<file path="src/rtl/viterbi_pkg.sv">
// viterbi_pkg: shared trellis constants, metric types and the codeword helper
// for the rate-1/2, K=3 (g0=111, g1=101) Viterbi decoder.
package viterbi_pkg;
  localparam int NUM_STATES = 4;
  localparam int BM_W = 2;
  localparam int PM_W_DEF = 8;
  typedef logic [PM_W_DEF-1:0] pm_t;
  typedef logic [NUM_STATES-1:0][BM_W-1:0] bm_vec_t;
  function automatic logic [1:0] codeword(input logic [1:0] s, input logic u);
    return {u ^ s[1] ^ s[0], u ^ s[0]};
  endfunction
endpackage

</file>
<file path="src/rtl/acs_butterfly.sv">
// acs_butterfly: add-compare-select for one next state; candidates are summed at
// PM_W+1 bits and clamped to the all-ones metric before the compare.
module acs_butterfly import viterbi_pkg::*; #(
  parameter int PM_W = PM_W_DEF
) (
  input  logic [PM_W-1:0] pm_a_i,
  input  logic [PM_W-1:0] pm_b_i,
  input  logic [BM_W-1:0] bm_a_i,
  input  logic [BM_W-1:0] bm_b_i,
  output logic [PM_W-1:0] pm_o,
  output logic            dec_o
);
  logic [PM_W:0]   sum_a, sum_b;
  logic [PM_W-1:0] cand_a, cand_b;
  always_comb begin
    sum_a  = {1'b0, pm_a_i} + (PM_W+1)'(bm_a_i);
    sum_b  = {1'b0, pm_b_i} + (PM_W+1)'(bm_b_i);
    cand_a = sum_a[PM_W] ? '1 : sum_a[PM_W-1:0];
    cand_b = sum_b[PM_W] ? '1 : sum_b[PM_W-1:0];
    dec_o  = cand_b < cand_a;
    pm_o   = dec_o ? cand_b : cand_a;
  end
endmodule

</file>
<file path="src/rtl/acs_path_metric_unit.sv">
// acs_path_metric_unit: ACS and path-metric storage for the 4-state Viterbi trellis.
// Define ACS_PM_NORM_EN to enable MSB normalization; otherwise metrics saturate.
module acs_path_metric_unit import viterbi_pkg::*; #(
  parameter int PM_W      = PM_W_DEF,
  parameter int INIT_HIGH = 64,
  parameter int CNT_W     = 16
) (
  input  logic                         clk,
  input  logic                         rst,
  input  logic                         init,
  input  logic                         bm_valid,
  input  logic [NUM_STATES*BM_W-1:0]   bm,
  output logic                         dec_valid,
  output logic [NUM_STATES-1:0]        dec,
  output logic [1:0]                   best_state,
  output logic [PM_W-1:0]              best_metric,
  output logic [NUM_STATES*PM_W-1:0]   pm_flat,
  output logic [CNT_W-1:0]             sym_cnt
);
  bm_vec_t               bmv;
  logic [PM_W-1:0]       pm_q [NUM_STATES];
  logic [PM_W-1:0]       acs  [NUM_STATES];
  logic [PM_W-1:0]       pm_d [NUM_STATES];
  logic [NUM_STATES-1:0] dec_d, dec_q;
  logic                  norm, dec_valid_q;
  logic [1:0]            best_state_d, best_state_q;
  logic [PM_W-1:0]       best_metric_d, best_metric_q;
  logic [CNT_W-1:0]      sym_cnt_q;
  assign bmv = bm;
  // Next state {u,n0} is reached from {n0,0} (pa) and {n0,1} (pb).
  for (genvar g = 0; g < NUM_STATES; g++) begin : g_acs
    localparam logic [1:0] PA = 2'((g % 2) * 2);
    localparam logic [1:0] PB = PA | 2'd1;
    localparam logic       U  = 1'(g / 2);
    acs_butterfly #(.PM_W(PM_W)) u_bf (
      .pm_a_i(pm_q[PA]),
      .pm_b_i(pm_q[PB]),
      .bm_a_i(bmv[codeword(PA, U)]),
      .bm_b_i(bmv[codeword(PB, U)]),
      .pm_o  (acs[g]),
      .dec_o (dec_d[g])
    );
    assign pm_d[g] = norm ? {1'b0, acs[g][PM_W-2:0]} : acs[g];
    assign pm_flat[g*PM_W +: PM_W] = pm_q[g];
  end
`ifdef ACS_PM_NORM_EN
  assign norm = acs[0][PM_W-1] & acs[1][PM_W-1] & acs[2][PM_W-1] & acs[3][PM_W-1];
`else
  assign norm = 1'b0;
`endif
  always_comb begin
    best_state_d  = '0;
    best_metric_d = pm_d[0];
    for (int i = 1; i < NUM_STATES; i++)
      if (pm_d[i] < best_metric_d) begin
        best_state_d  = 2'(i);
        best_metric_d = pm_d[i];
      end
  end
  always_ff @(posedge clk) begin
    if (rst || init) begin
      for (int i = 0; i < NUM_STATES; i++) pm_q[i] <= (i == 0) ? '0 : PM_W'(INIT_HIGH);
      dec_q         <= '0;
      dec_valid_q   <= 1'b0;
      best_state_q  <= '0;
      best_metric_q <= '0;
      sym_cnt_q     <= '0;
    end else begin
      dec_valid_q <= bm_valid;
      if (bm_valid) begin
        pm_q          <= pm_d;
        dec_q         <= dec_d;
        best_state_q  <= best_state_d;
        best_metric_q <= best_metric_d;
        sym_cnt_q     <= sym_cnt_q + CNT_W'(1);
      end
    end
  end
  assign dec_valid   = dec_valid_q;
  assign dec         = dec_q;
  assign best_state  = best_state_q;
  assign best_metric = best_metric_q;
  assign sym_cnt     = sym_cnt_q;
endmodule

</file>
<file path="config.mk">
export PLATFORM = sky130hd
export DESIGN_NAME = acs_path_metric_unit
export DESIGN_NICKNAME = d
export VERILOG_FILES = /design/src/rtl/viterbi_pkg.sv /design/src/rtl/acs_butterfly.sv /design/src/rtl/acs_path_metric_unit.sv
export SDC_FILE = /design/constraint.sdc
export NUM_CORES = 1
export LEC_CHECK = 0
export BUFFER_PORTS_ARGS = -buffer_cell sky130_fd_sc_hd__buf_2
export CAP_MARGIN = 10
export CORE_ASPECT_RATIO = 1.4
export CORE_MARGIN = 2
export CORE_UTILIZATION = 64
export DETAILED_ROUTE_END_ITERATION = 8
export PLACE_DENSITY = 0.87
export SETUP_SLACK_MARGIN = 0.2
export SLEW_MARGIN = 20
export SYNTH_ARGS = -nofsm -noshare
export SYNTH_HDL_FRONTEND = slang
export SYNTH_SLANG_ARGS = --single-unit
</file>
<file path="constraint.sdc">
create_clock -name clk -period 16.3 [get_ports clk]
set_input_delay 0.815 -clock clk [delete_from_list [all_inputs] [get_ports clk]]
set_output_delay 0.815 -clock clk [all_outputs]
set_load 0.02 [all_outputs]
</file>
==> results of run 1 <==
[layout by cell type, fill, tap and decap left out, types with 3 or more instances in the layout]
master	netlist	final
a211oi_1	8	8
nor3_1	15	15
nand2b_1	6	6
clkbuf_16	0	9
mux2i_1	32	32
mux2_2	10	10
nand2_1	73	73
fa_1	8	8
a221oi_1	3	3
a21o_1	18	18
nand4_1	11	11
o21a_1	7	7
or2_2	7	7
o21ai_0	20	20
o21ai_1	9	9
ha_1	64	64
dfxtp_1	63	63
nand3_1	21	21
o211ai_1	4	4
xor2_1	24	24
and3_1	17	17
inv_6	0	4
nor2_1	112	112
inv_1	46	46
buf_2	11	74
nor2b_1	6	6
a31oi_1	7	7
nand3b_1	7	7
a21oi_1	45	44
o22ai_1	3	3
and3b_1	5	5
xnor2_1	18	18
a2111oi_0	4	4
and4_1	6	6
[power breakdown]
| part | switching (µW) | internal, µW | leakage (µW) |
|---|---|---|---|
| clock network | 80.2 | 109 | 0.000140 |
| registers | 17.1 | 168 | 0.000511 |
| logic | 372 | 229 | 0.00247 |
[sequential cells by signal, indices dropped and copies added (netlist names)]
| signal | flops |
|---|---|
| dec | 4 |
| dec_valid | 1 |
| best_metric | 8 |
| best_state | 2 |
| sym_cnt | 16 |
| pm_flat | 32 |
[worst max-delay path by stage]
stage,from,to,slack (ps),cells past startpoint
after floorplan,bm[6],best_metric[0]$_SDFFE_PP0P_,7090,42
after global placement,bm[6],best_metric[2]$_SDFFE_PP0P_,5910,40
after detailed placement,bm[0],best_metric[1]$_SDFFE_PP0P_,5540,41
after CTS,bm[0],best_metric[1]$_SDFFE_PP0P_,5830,41
after global routing,bm[6],best_metric[1]$_SDFFE_PP0P_,5030,41
final,bm[0],best_metric[1]$_SDFFE_PP0P_,5690,41
[metal layers]
layer | vias to the layer above | wire, µm | global-route usage
li1 | 2731 | - | -
met1 | 2709 | 6320 | 0.378
met2 | 229 | 8400 | 0.576
met3 | 75 | 871 | 0.0401
met4 | 0 | 1040 | 0.198
met5 | - | 0 | 0
[per-stage QoR]
step / area, µm² / util / cells / hold slack (ps) / power, µW
after global placement: 6190 / 0.690 / 899 / 455 / 749
after global routing: 6480 / 0.722 / 915 / 500 / 1040
after detailed placement: 6190 / 0.690 / 899 / 480 / 767
after CTS: 6480 / 0.722 / 915 / 490 / 961
final: 6480 / 0.722 / 915 / 493 / 976
after floorplan: 5880 / - / 755 / 545 / 664
[critical path: cells and delay by family]
family | cells | cell delay [ps]
simple gates | 9 | 2080
mux | 3 | 1160
xor+xnor | 1 | 190
fa+ha+maj | 6 | 1680
compound gates | 17 | 4510
buf+inv | 5 | 380
[synth_stat cells, drive strengths merged, types with 19 or more instances]
master  instances
nand3          21
a21o           19
inv            47
buf            20
nand2          73
dfxtp          63
o21ai          31
xor2           25
mux2i          32
nor2          112
ha             64
a21oi          46
[cells by family after synthesis]
logic type / count (synthesis) / synth area share
flops: 63 / 0.215
simple gates: 299 / 0.246
compound gates: 148 / 0.166
xor+xnor: 43 / 0.0654
mux: 46 / 0.0826
fa+ha+maj: 72 / 0.164
buf+inv: 84 / 0.0624
[cell type report]
cell class              instances  area share
clock buffers                  10      0.0369
clock inverters                 6     0.00791
inverters                      47      0.0272
multi-input cells             608       0.656
flip-flops and latches         63       0.194
well taps                     107      0.0206
repair buffers                 74      0.0571
==> results.md, run 1 <==
- Fillers: 724
- Worst EP required: 16,520 ps
- Routed vias/inst: 6.28
- Skew final: 5.95 ps
- Final setup violation count: 0
- Number of synthesized flops with an enable pin: 0
- Seq. cell area: 1260 µm²
- GRT overflow: 0
- Async S/R FF share, synth: 0
- Num CTS Buffers: 9
- Number of top-level pins: 75
- Synth Flop Type: dfxtp_1
- Reg-to-reg startpoint: pm_flat[0]$_SDFFE_PP0P_
- Slew HR: 0.316
- Setup ws final: 5690 ps
- FF+latch count, synth: 63
- Post CTS Setup Buffer Count: 0
- CTS Hold Buffers Added: 0
- Worst hold path class: reg -> reg
- Synth Instances: 755
- Worst path slowest cell: o311ai_2
- R2R depth: 40
- Multi-input gate area: 4250 µm²
- DRT Pass-1 Iters: 5
- Ys Warns: 0
- Mapped Nets: 839
- H-tree depth: 3
- Clk slew on worst S/H paths: 60 ps
- Min-Delay Path Depth: 2
- Syn Std Cell Area: 5880 µm²
- Share of cells above drive strength 1: 0.157
- CTS tree: built
- TNS Setup: 0 ps
- Crit share post-route: 0.651
- Top cells by area, synth: dfxtp_1 (21%), ha_1 (14%), nor2_1 (7.2%)
- DP HPWL: 12,900 µm
- Final hold vios: 0
- Worst setup EP type: flop
- Routability cong.: 0.939
- DRC: 0
- Iteration-0 DRC Markers: 394
- Max incr delay on CP: 710 ps
- HP Start: dec[1]$_SDFFE_PP0P_
- Setup WS pre-CTS: 5540 ps
- PortBufs: 74
- Worst IR drop on VDD: 0.000164 V
- First-pass GRT wire length: 26,800 µm
- Core Area: 8980 µm²
- Syn avg cell area: 7.78 µm²
- Status: completed
- Total of max-cap violations: 0
- Data arrival time of the worst path: 10,830 ps
- Crit Path Class: in -> reg
- Largest net degree at the start of global routing: 51
- Cell taking the most area after synthesis: dfxtp_1
- Antenna fix cells: 0
- WL per Instance: 18.2 µm
- Antenna Violating Nets Remaining: 0
- R2r setup slk: 5840 ps
- Initial antenna violation count: 0
- Vias: 5,744
- Post-CTS sizing: 0
- Final #Nets: 887
- Worst Hold End: dec[1]$_SDFFE_PP0P_
- Startpoint Class: input pin
- Gr usage total: 0.331
- Die Width: 85.0 µm
- Initial cell density of the core: 0.655
- Share of the synthesized area in the top cell type: 0.215
- Worst Tran Pin Value: 1030 ps
- CTS Sinks: 63
- Distinct cells, synth: 67
- CTS max path bufs: 2
- Crit path time final: 10,610 ps
- Pleak: 0.00312 µW
- Pwr/cell area: 150 nW/µm²
- Area growth syn-to-layout: 10.3%
- RSZ-0062 raised after global routing: no
- Die H: 117 µm
- Core Rows: 41
- Final wirelength: 16,600 µm
- Die area: 9980 µm²
- Largest fanout on the critical path: 11
- Vias in the first global route: 5,543
- Sequential area share after synthesis: 0.215
- Fmax: 94.3 MHz
- Root Driver: clkbuf_16
- Clk_lat worst skew: 350 ps
- Critical R2R Capture: best_metric[1]$_SDFFE_PP0P_
- Final Slew Violations: 0
(Power assumes the default switching activity.)
==> run 2: changes to the inputs <==
CORE_UTILIZATION = 60   (was 64)
PLACE_DENSITY = 0.82   (was 0.87)
clock period = 11 ns   (was 16.3 ns; I/O delays follow)
==> run 2 against run 1 <==
- combinational power grew 51%
- critical path type is now reg -> reg
- sequential share of layout area shrank 0.12 points
- global-route usage down 1.2 points
- cell count rose by 2.5%
- critical endpoint is now best_metric[2]$_SDFFE_PP0P_
- via count increased by 0.23%
- first-iteration DRC count down 8.4%
- routed wire length increased by 0.70%
- core utilization is 3.6 points lower
- design area is 0.60% higher
- hold slack got worse by 24 ps
- largest power group unchanged
==> results.md, run 2 (synthesis gave the netlist of run 1 again) <==
- Share of cells above drive strength 1: 0.156 (was 0.157)
- Largest delay contributor family on the critical path: compound AO/OA/AOI/OAI gates (unchanged)
- DRT Pass-1 Iters: 5 (unchanged)
- GRT overflow: 0 (unchanged)
- Die H: 121 µm (was 117 µm)
- Worst setup EP type: flop (unchanged)
- Data arrival time of the worst path: 10,460 ps (was 10,830 ps)
- H-tree depth: 3 (unchanged)
- Post CTS Setup Buffer Count: 0 (unchanged)
- Initial cell density of the core: 0.618 (was 0.655)
- Reg-to-reg startpoint: pm_flat[8]$_SDFFE_PP0P_ (was pm_flat[0]$_SDFFE_PP0P_)
- Clock share of power: 0.190 (was 0.194)
- Worst Tran Pin Value: 1050 ps (was 1030 ps)
- Vias in the first global route: 5,485 (was 5,543)
- Pwr/cell area: 224 nW/µm² (was 150 nW/µm²)
- Pleak: 0.00312 µW (about the same)
- Final wirelength: 16,700 µm (was 16,600 µm)
- CP startpoint: pm_flat[8]$_SDFFE_PP0P_ (was bm[0])
- Die area: 10,600 µm² (was 9980 µm²)
- Core Area: 9510 µm² (was 8980 µm²)
- CTS tree: built (unchanged)
- Initial antenna violation count: 0 (unchanged)
- Iteration-0 DRC Markers: 361 (was 394)
- Worst hold path class: reg -> reg (unchanged)
- Largest fanout on the critical path: 11 (unchanged)
- Switch share: 0.470 (was 0.481)
- Die Width: 87.6 µm (was 85.0 µm)
- Status: completed (unchanged)
- Startpoint Class: flop (was input pin)
- Crit path time final: 10,240 ps
- RSZ-0062 raised after global routing: no (unchanged)
- Slew HR: 0.302 (was 0.316)
- Routability cong.: 0.960 (was 0.939)
- Worst EP required: 11,220 ps (was 16,520 ps)
- Clk slew on worst S/H paths: 60 ps (about the same)
- Core Rows: 42 (was 41)
- Root Driver: clkbuf_16 (unchanged)
- Number of top-level pins: 75 (unchanged)
- Pint: 773 µW (was 506 µW)
- CP Buf/Inv Count: 4 (was 5)
- Worst path slowest cell: a221oi_1 (was o311ai_2)
- CTS Sinks: 63 (unchanged)
- Largest net degree at the start of global routing: 51 (unchanged)
- Final hold vios: 0 (unchanged)
- Total of max-cap violations: 0 (unchanged)
- Final setup violation count: 0 (unchanged)
- Cell Count, Final, Fillers Out: 938 (was 915)
- Most common cell after layout, fill and taps aside: nor2_1 (unchanged)
- Psw: 686 µW (was 469 µW)
- Worst IR drop on VDD: 0.000255 V (was 0.000164 V)
- Skew final: 14.6 ps (was 5.95 ps)
- Seq pwr share: 0.188 (was 0.190)
- Area growth syn-to-layout: 11.0% (was 10.3%)
- PortBufs: 74 (unchanged)
- DRC: 0 (unchanged)
- Num CTS Buffers: 9 (unchanged)
- Largest register FFs: 32 (unchanged)
- Max incr delay on CP: 480 ps (was 710 ps)
- Combinational Power Share: 0.622 (was 0.616)
- DP HPWL: 12,900 µm (about the same)
- Antenna Violating Nets Remaining: 0 (unchanged)
- Fmax: 97.6 MHz
- CTS max path bufs: 2 (unchanged)
- Crit share post-route: 0.931
- HP Start: dec[1]$_SDFFE_PP0P_ (unchanged)
- Routed vias/inst: 6.14 (was 6.28)
- Worst hold margin: 469 ps (was 493 ps)
- Final #Nets: 887 (unchanged)
- WL per Instance: 17.9 µm (was 18.2 µm)
- Vias: 5,757 (was 5,744)
- Antenna fix cells: 0 (unchanged)
- Crit Path Class: reg -> reg (was in -> reg)
- First-pass GRT wire length: 26,600 µm (was 26,800 µm)
- Clk_lat worst skew: 340 ps (was 350 ps)
- Placed cell count: 924 (was 899)
- TNS Setup: 0 ps (unchanged)
- Gr usage total: 0.319 (was 0.331)
- Final Slew Violations: 0 (unchanged)
- Most frequent cells in the layout: nor2_1 (112), buf_2 (74), nand2_1 (73) (unchanged)
==> run 2: routing by layer <==
layer / vias up / track usage / wire length, µm
met5: - / 0 / 0
met4: 0 / 0.170 / 926
met3: 60 / 0.0544 / 895
met2: 226 / 0.563 / 8510
met1: 2736 / 0.358 / 6410
li1: 2735 / - / -
==> run 2: tightest hold or removal path: cells and delay by family, from the launching register on <==
kind	cells	cell delay (ps)
flops	1	300
compound gates	1	60
simple gates	1	60
==> run 2: cell type report <==
| cell class | instances | area, µm² |
|---|---|---|
| Timing Repair Buffer | 74 | 370 |
| Clock inverter | 4 | 47.5 |
| Tap cell | 132 | 165 |
| Inverter | 47 | 176 |
| Sequential cell | 63 | 1260 |
| Clock buffer | 10 | 239 |
| Fill cell | 806 | 2990 |
| Multi-Input combinational cell | 608 | 4260 |
==> run 2: worst paths after layout <==
path	end	slack, ps	depth (start not counted)
setup / recovery	best_metric[2]$_SDFFE_PP0P_	760	40
hold / removal	dec[1]$_SDFFE_PP0P_	470	2
setup reg to reg	best_metric[2]$_SDFFE_PP0P_	760	40
hold reg to reg	dec[1]$_SDFFE_PP0P_	470	2
==> run 2: power by group through the flow <==
stage	Clock, µW	Combinational [µW]	Sequential, µW
2_1_floorplan	0	694	290
3_3_place_gp	0	831	277
3_5_place_dp	0	867	278
4_1_cts	280	881	273
5_1_grt	290	994	277
6_report	277	907	274
==> run 2: metrics by stage <==
step / util / cell area [µm²] / setup WS, ps / total power [µW]
after floorplan: - / 5880 / 2050 / 985
after global placement: 0.654 / 6220 / 965 / 1110
after detailed placement: 0.654 / 6220 / 603 / 1140
after CTS: 0.684 / 6510 / 763 / 1430
after global routing: 0.686 / 6520 / 243 / 1560
final: 0.686 / 6520 / 755 / 1460
==> run 2: repair_timing <==
action | CTS | global route
resized for setup | 0 | 2
endpoints found under the setup margin | 0 | 8
hold buffers | 0 | 0
==> run 3: changes to the inputs <==
ABC_AREA = 1   (was default)
==> run 3 against run 2 <==
- sequential share of layout area is essentially flat
- worst setup slack gained 2500 ps
- clock skew shrank 9.8 ps
- combinational power shrank 49%
- sequential cell count is the same
- design area is essentially flat
- hold slack lost 5.6 ps
- synthesized cell count grew 24%
- routed wire length shrank 0.21%
- die area shrank 0.90%
- core utilization grew 0.45 points
==> results.md, run 3 <==
- Vias in the first global route: 5,934 (was 5,485)
- Final setup violation count: 0 (unchanged)
- Area growth syn-to-layout: 12.2% (was 11.0%)
- Psw: 444 µW (was 686 µW)
- Async S/R FF share, synth: 0 (unchanged)
- Worst IR drop on VDD: 0.000103 V (was 0.000255 V)
- Slew HR: 0.428 (was 0.302)
- FF+latch count, synth: 63 (unchanged)
- Pwr/cell area: 152 nW/µm² (was 224 nW/µm²)
- Startpoint Class: flop (unchanged)
- CTS Sinks: 63 (unchanged)
- Cell Count, Final, Fillers Out: 1,114 (was 938)
- Largest fanout on the critical path: 17 (was 11)
- TNS Setup: 0 ps (unchanged)
- Worst setup EP type: flop (unchanged)
- Skew final: 4.73 ps (was 14.6 ps)
- PortBufs: 74 (unchanged)
- Initial cell density of the core: 0.615 (was 0.618)
- H-tree depth: 3 (unchanged)
- Final hold vios: 0 (unchanged)
- WL per Instance: 15.0 µm (was 17.9 µm)
- Core Rows: 42 (unchanged)
- Ys Warns: 0 (unchanged)
- Root Driver: clkbuf_16 (unchanged)
- Final Slew Violations: 0 (unchanged)
- DP HPWL: 13,000 µm (was 12,900 µm)
- Fmax: 129 MHz (was 97.6 MHz)
- Crit share post-route: 0.702 (was 0.931)
- Number of synthesized flops with an enable pin: 0 (unchanged)
- Die area: 10,500 µm² (was 10,600 µm²)
- Switch share: 0.447 (was 0.470)
- Post CTS Setup Buffer Count: 0 (unchanged)
- Worst EP required: 11,270 ps (was 11,220 ps)
- Crit Path Class: reg -> reg (unchanged)
- Clock share of power: 0.278 (was 0.190)
- CTS max path bufs: 2 (unchanged)
- Routed vias/inst: 5.58 (was 6.14)
- Final #Nets: 1,083 (was 887)
- Synth Instances: 936 (was 755)
- Combinational Power Share: 0.464 (was 0.622)
- DRC: 0 (unchanged)
- Clk_lat worst skew: 340 ps (about the same)
- Mapped Nets: 1,020 (was 839)
- Gr usage total: 0.332 (was 0.319)
- RSZ-0062 raised after global routing: no (unchanged)
- Die H: 121 µm (about the same)
- Max incr delay on CP: 540 ps (was 480 ps)
- Status: completed (unchanged)
- Largest register FFs: 32 (unchanged)
- CTS Hold Buffers Added: 0 (unchanged)
- Share of the synthesized area in the top cell type: 0.217 (was 0.215)
- Synth Flop Type: dfxtp_1 (unchanged)
- Most common cell after layout, fill and taps aside: nand2_1 (was nor2_1)
- Pint: 550 µW (was 773 µW)
- Iteration-0 DRC Markers: 418 (was 361)
- PnR Total Power: 994 µW (was 1460 µW)
- Worst hold path class: reg -> reg (unchanged)
- Top cells by area, synth: dfxtp_1 (22%), nand2_1 (14%), ha_1 (14%) (was dfxtp_1 (21%), ha_1 (14%), nor2_1 (7.2%))
- Distinct cells, synth: 33 (was 67)
- Crit path time final: 7730 ps (was 10,240 ps)
- Sequential area share after synthesis: 0.217 (was 0.215)
- Largest net degree at the start of global routing: 52 (was 51)
- Initial antenna violation count: 0 (unchanged)
- Syn avg cell area: 6.22 µm² (was 7.78 µm²)
- Num CTS Buffers: 9 (unchanged)
- GRT overflow: 0 (unchanged)
- Antenna fix cells: 0 (unchanged)
- Clk slew on worst S/H paths: 60 ps (about the same)
- Total of max-cap violations: 0 (unchanged)
- Pleak: 0.00339 µW (was 0.00312 µW)
- Share of cells above drive strength 1: 0.125 (was 0.156)
- Routability cong.: 1.02 (was 0.960)
- CTS tree: built (unchanged)
- Syn Std Cell Area: 5820 µm² (was 5880 µm²)
- Antenna Violating Nets Remaining: 0 (unchanged)
- Most frequent cells in the layout: nand2_1 (218), inv_1 (160), o21ai_0 (91) (was nor2_1 (112), buf_2 (74), nand2_1 (73))
- DRT Pass-1 Iters: 5 (unchanged)
- HP Start: best_metric[4]$_SDFFE_PP0P_ (was dec[1]$_SDFFE_PP0P_)
- Worst path slowest cell: a211oi_2 (was a221oi_1)
- Worst hold margin: 463 ps (was 469 ps)
- Setup WS pre-CTS: 3260 ps (was 603 ps)
- Final wirelength: 16,700 µm (about the same)
- First-pass GRT wire length: 27,600 µm (was 26,600 µm)
- Reg-to-reg startpoint: pm_flat[0]$_SDFFE_PP0P_ (was pm_flat[8]$_SDFFE_PP0P_)
- Die Width: 87.3 µm (was 87.6 µm)
- Seq pwr share: 0.259 (was 0.188)
- Placed cell count: 1,098 (was 924)
- Number of top-level pins: 75 (unchanged)
- Cell taking the most area after synthesis: dfxtp_1 (unchanged)
- Core Area: 9460 µm² (was 9510 µm²)
- CP startpoint: pm_flat[0]$_SDFFE_PP0P_ (was pm_flat[8]$_SDFFE_PP0P_)
- Worst Tran Pin Value: 859 ps (was 1050 ps)
- Vias: 6,213 (was 5,757)
- Setup ws final: 3270 ps (was 755 ps)
- Data arrival time of the worst path: 8000 ps (was 10,460 ps)
- Post-CTS sizing: 0 (unchanged)
- Count leader, synth: nand2_1 (was nor2_1)
- Synth cell count leaders: nand2_1 (218), inv_1 (160), o21ai_0 (91) (was nor2_1 (112), nand2_1 (73), ha_1 (64))
## run 3: changes by cell type in the layout (fill, tap and decap cells not counted), sizes merged, moves of 19 or more
cell,before,now
nand2,73,240
a21o,19,0
a21oi,46,74
nor2,112,85
o21ai,31,91
nand3,21,56
mux2i,32,0
inv,47,165
## run 3: power by group through the flow
| stage | clock, µW | combinational, µW | sequential, µW |
|---|---|---|---|
| after detailed placement | 0 | 450 | 262 |
| after CTS | 278 | 455 | 257 |
| after floorplan | 0 | 339 | 274 |
| after global placement | 0 | 443 | 261 |
| final | 276 | 461 | 257 |
| after global routing | 284 | 528 | 259 |
## run 3: path summary, 6_finish.rpt
check / slack [ps] / cells after the start / endpoint
hold reg to reg: 460 / 2 / best_metric[4]$_SDFFE_PP0P_
hold / removal: 460 / 2 / best_metric[4]$_SDFFE_PP0P_
setup reg to reg: 3270 / 34 / best_metric[1]$_SDFFE_PP0P_
setup / recovery: 3270 / 34 / best_metric[1]$_SDFFE_PP0P_
## run 3: metal layers
metal  vias up  part of all wire  wire length [µm]  global-route usage
li1       3162                 -                 -                   -
met3        53             0.041               680              0.0382
met1      2809              0.40              6680               0.374
met4         0             0.054               908               0.180
met2       189              0.51              8450               0.594
met5         -                 0                 0                   0
## run 3: final cells by class
| type | instances | area (µm²) |
|---|---|---|
| Inverter | 163 | 612 |
| Multi-Input combinational cell | 685 | 3850 |
| Clock inverter | 7 | 55.1 |
| Sequential cell | 63 | 1260 |
| Timing Repair Buffer | 77 | 393 |
| Fill cell | 875 | 2930 |
| Clock buffer | 9 | 225 |
| Tap cell | 110 | 138 |
## run 3: cell families (layout without fill, tap and decap cells)
group / count (synthesis) / in the layout / synth area share
flip-flops: 63 / 63 / 0.217
AND/OR/NAND/NOR: 404 / 404 / 0.295
buffers and inverters: 188 / 256 / 0.123
XOR/XNOR: 8 / 8 / 0.0120
AO/OA/AOI/OAI: 201 / 201 / 0.188
adder cells (fa/ha/maj): 72 / 72 / 0.165
## run 3: per-stage QoR
stage	cell area, µm²	utilization
finish	6530	0.690
detailed placement	6250	0.661
global placement	6250	0.661
global route	6530	0.690
CTS	6530	0.690
floorplan	5820	-
## run 3: critical path: cells and delay by family (launching register included)
| family | cells | cell delay [ps] |
|---|---|---|
| adders and majority gates | 6 | 1880 |
| buffers and inverters | 2 | 220 |
| DFF | 1 | 440 |
| AOI/OAI and AO/OA | 13 | 3350 |
| and+or+nand+nor | 13 | 1720 |
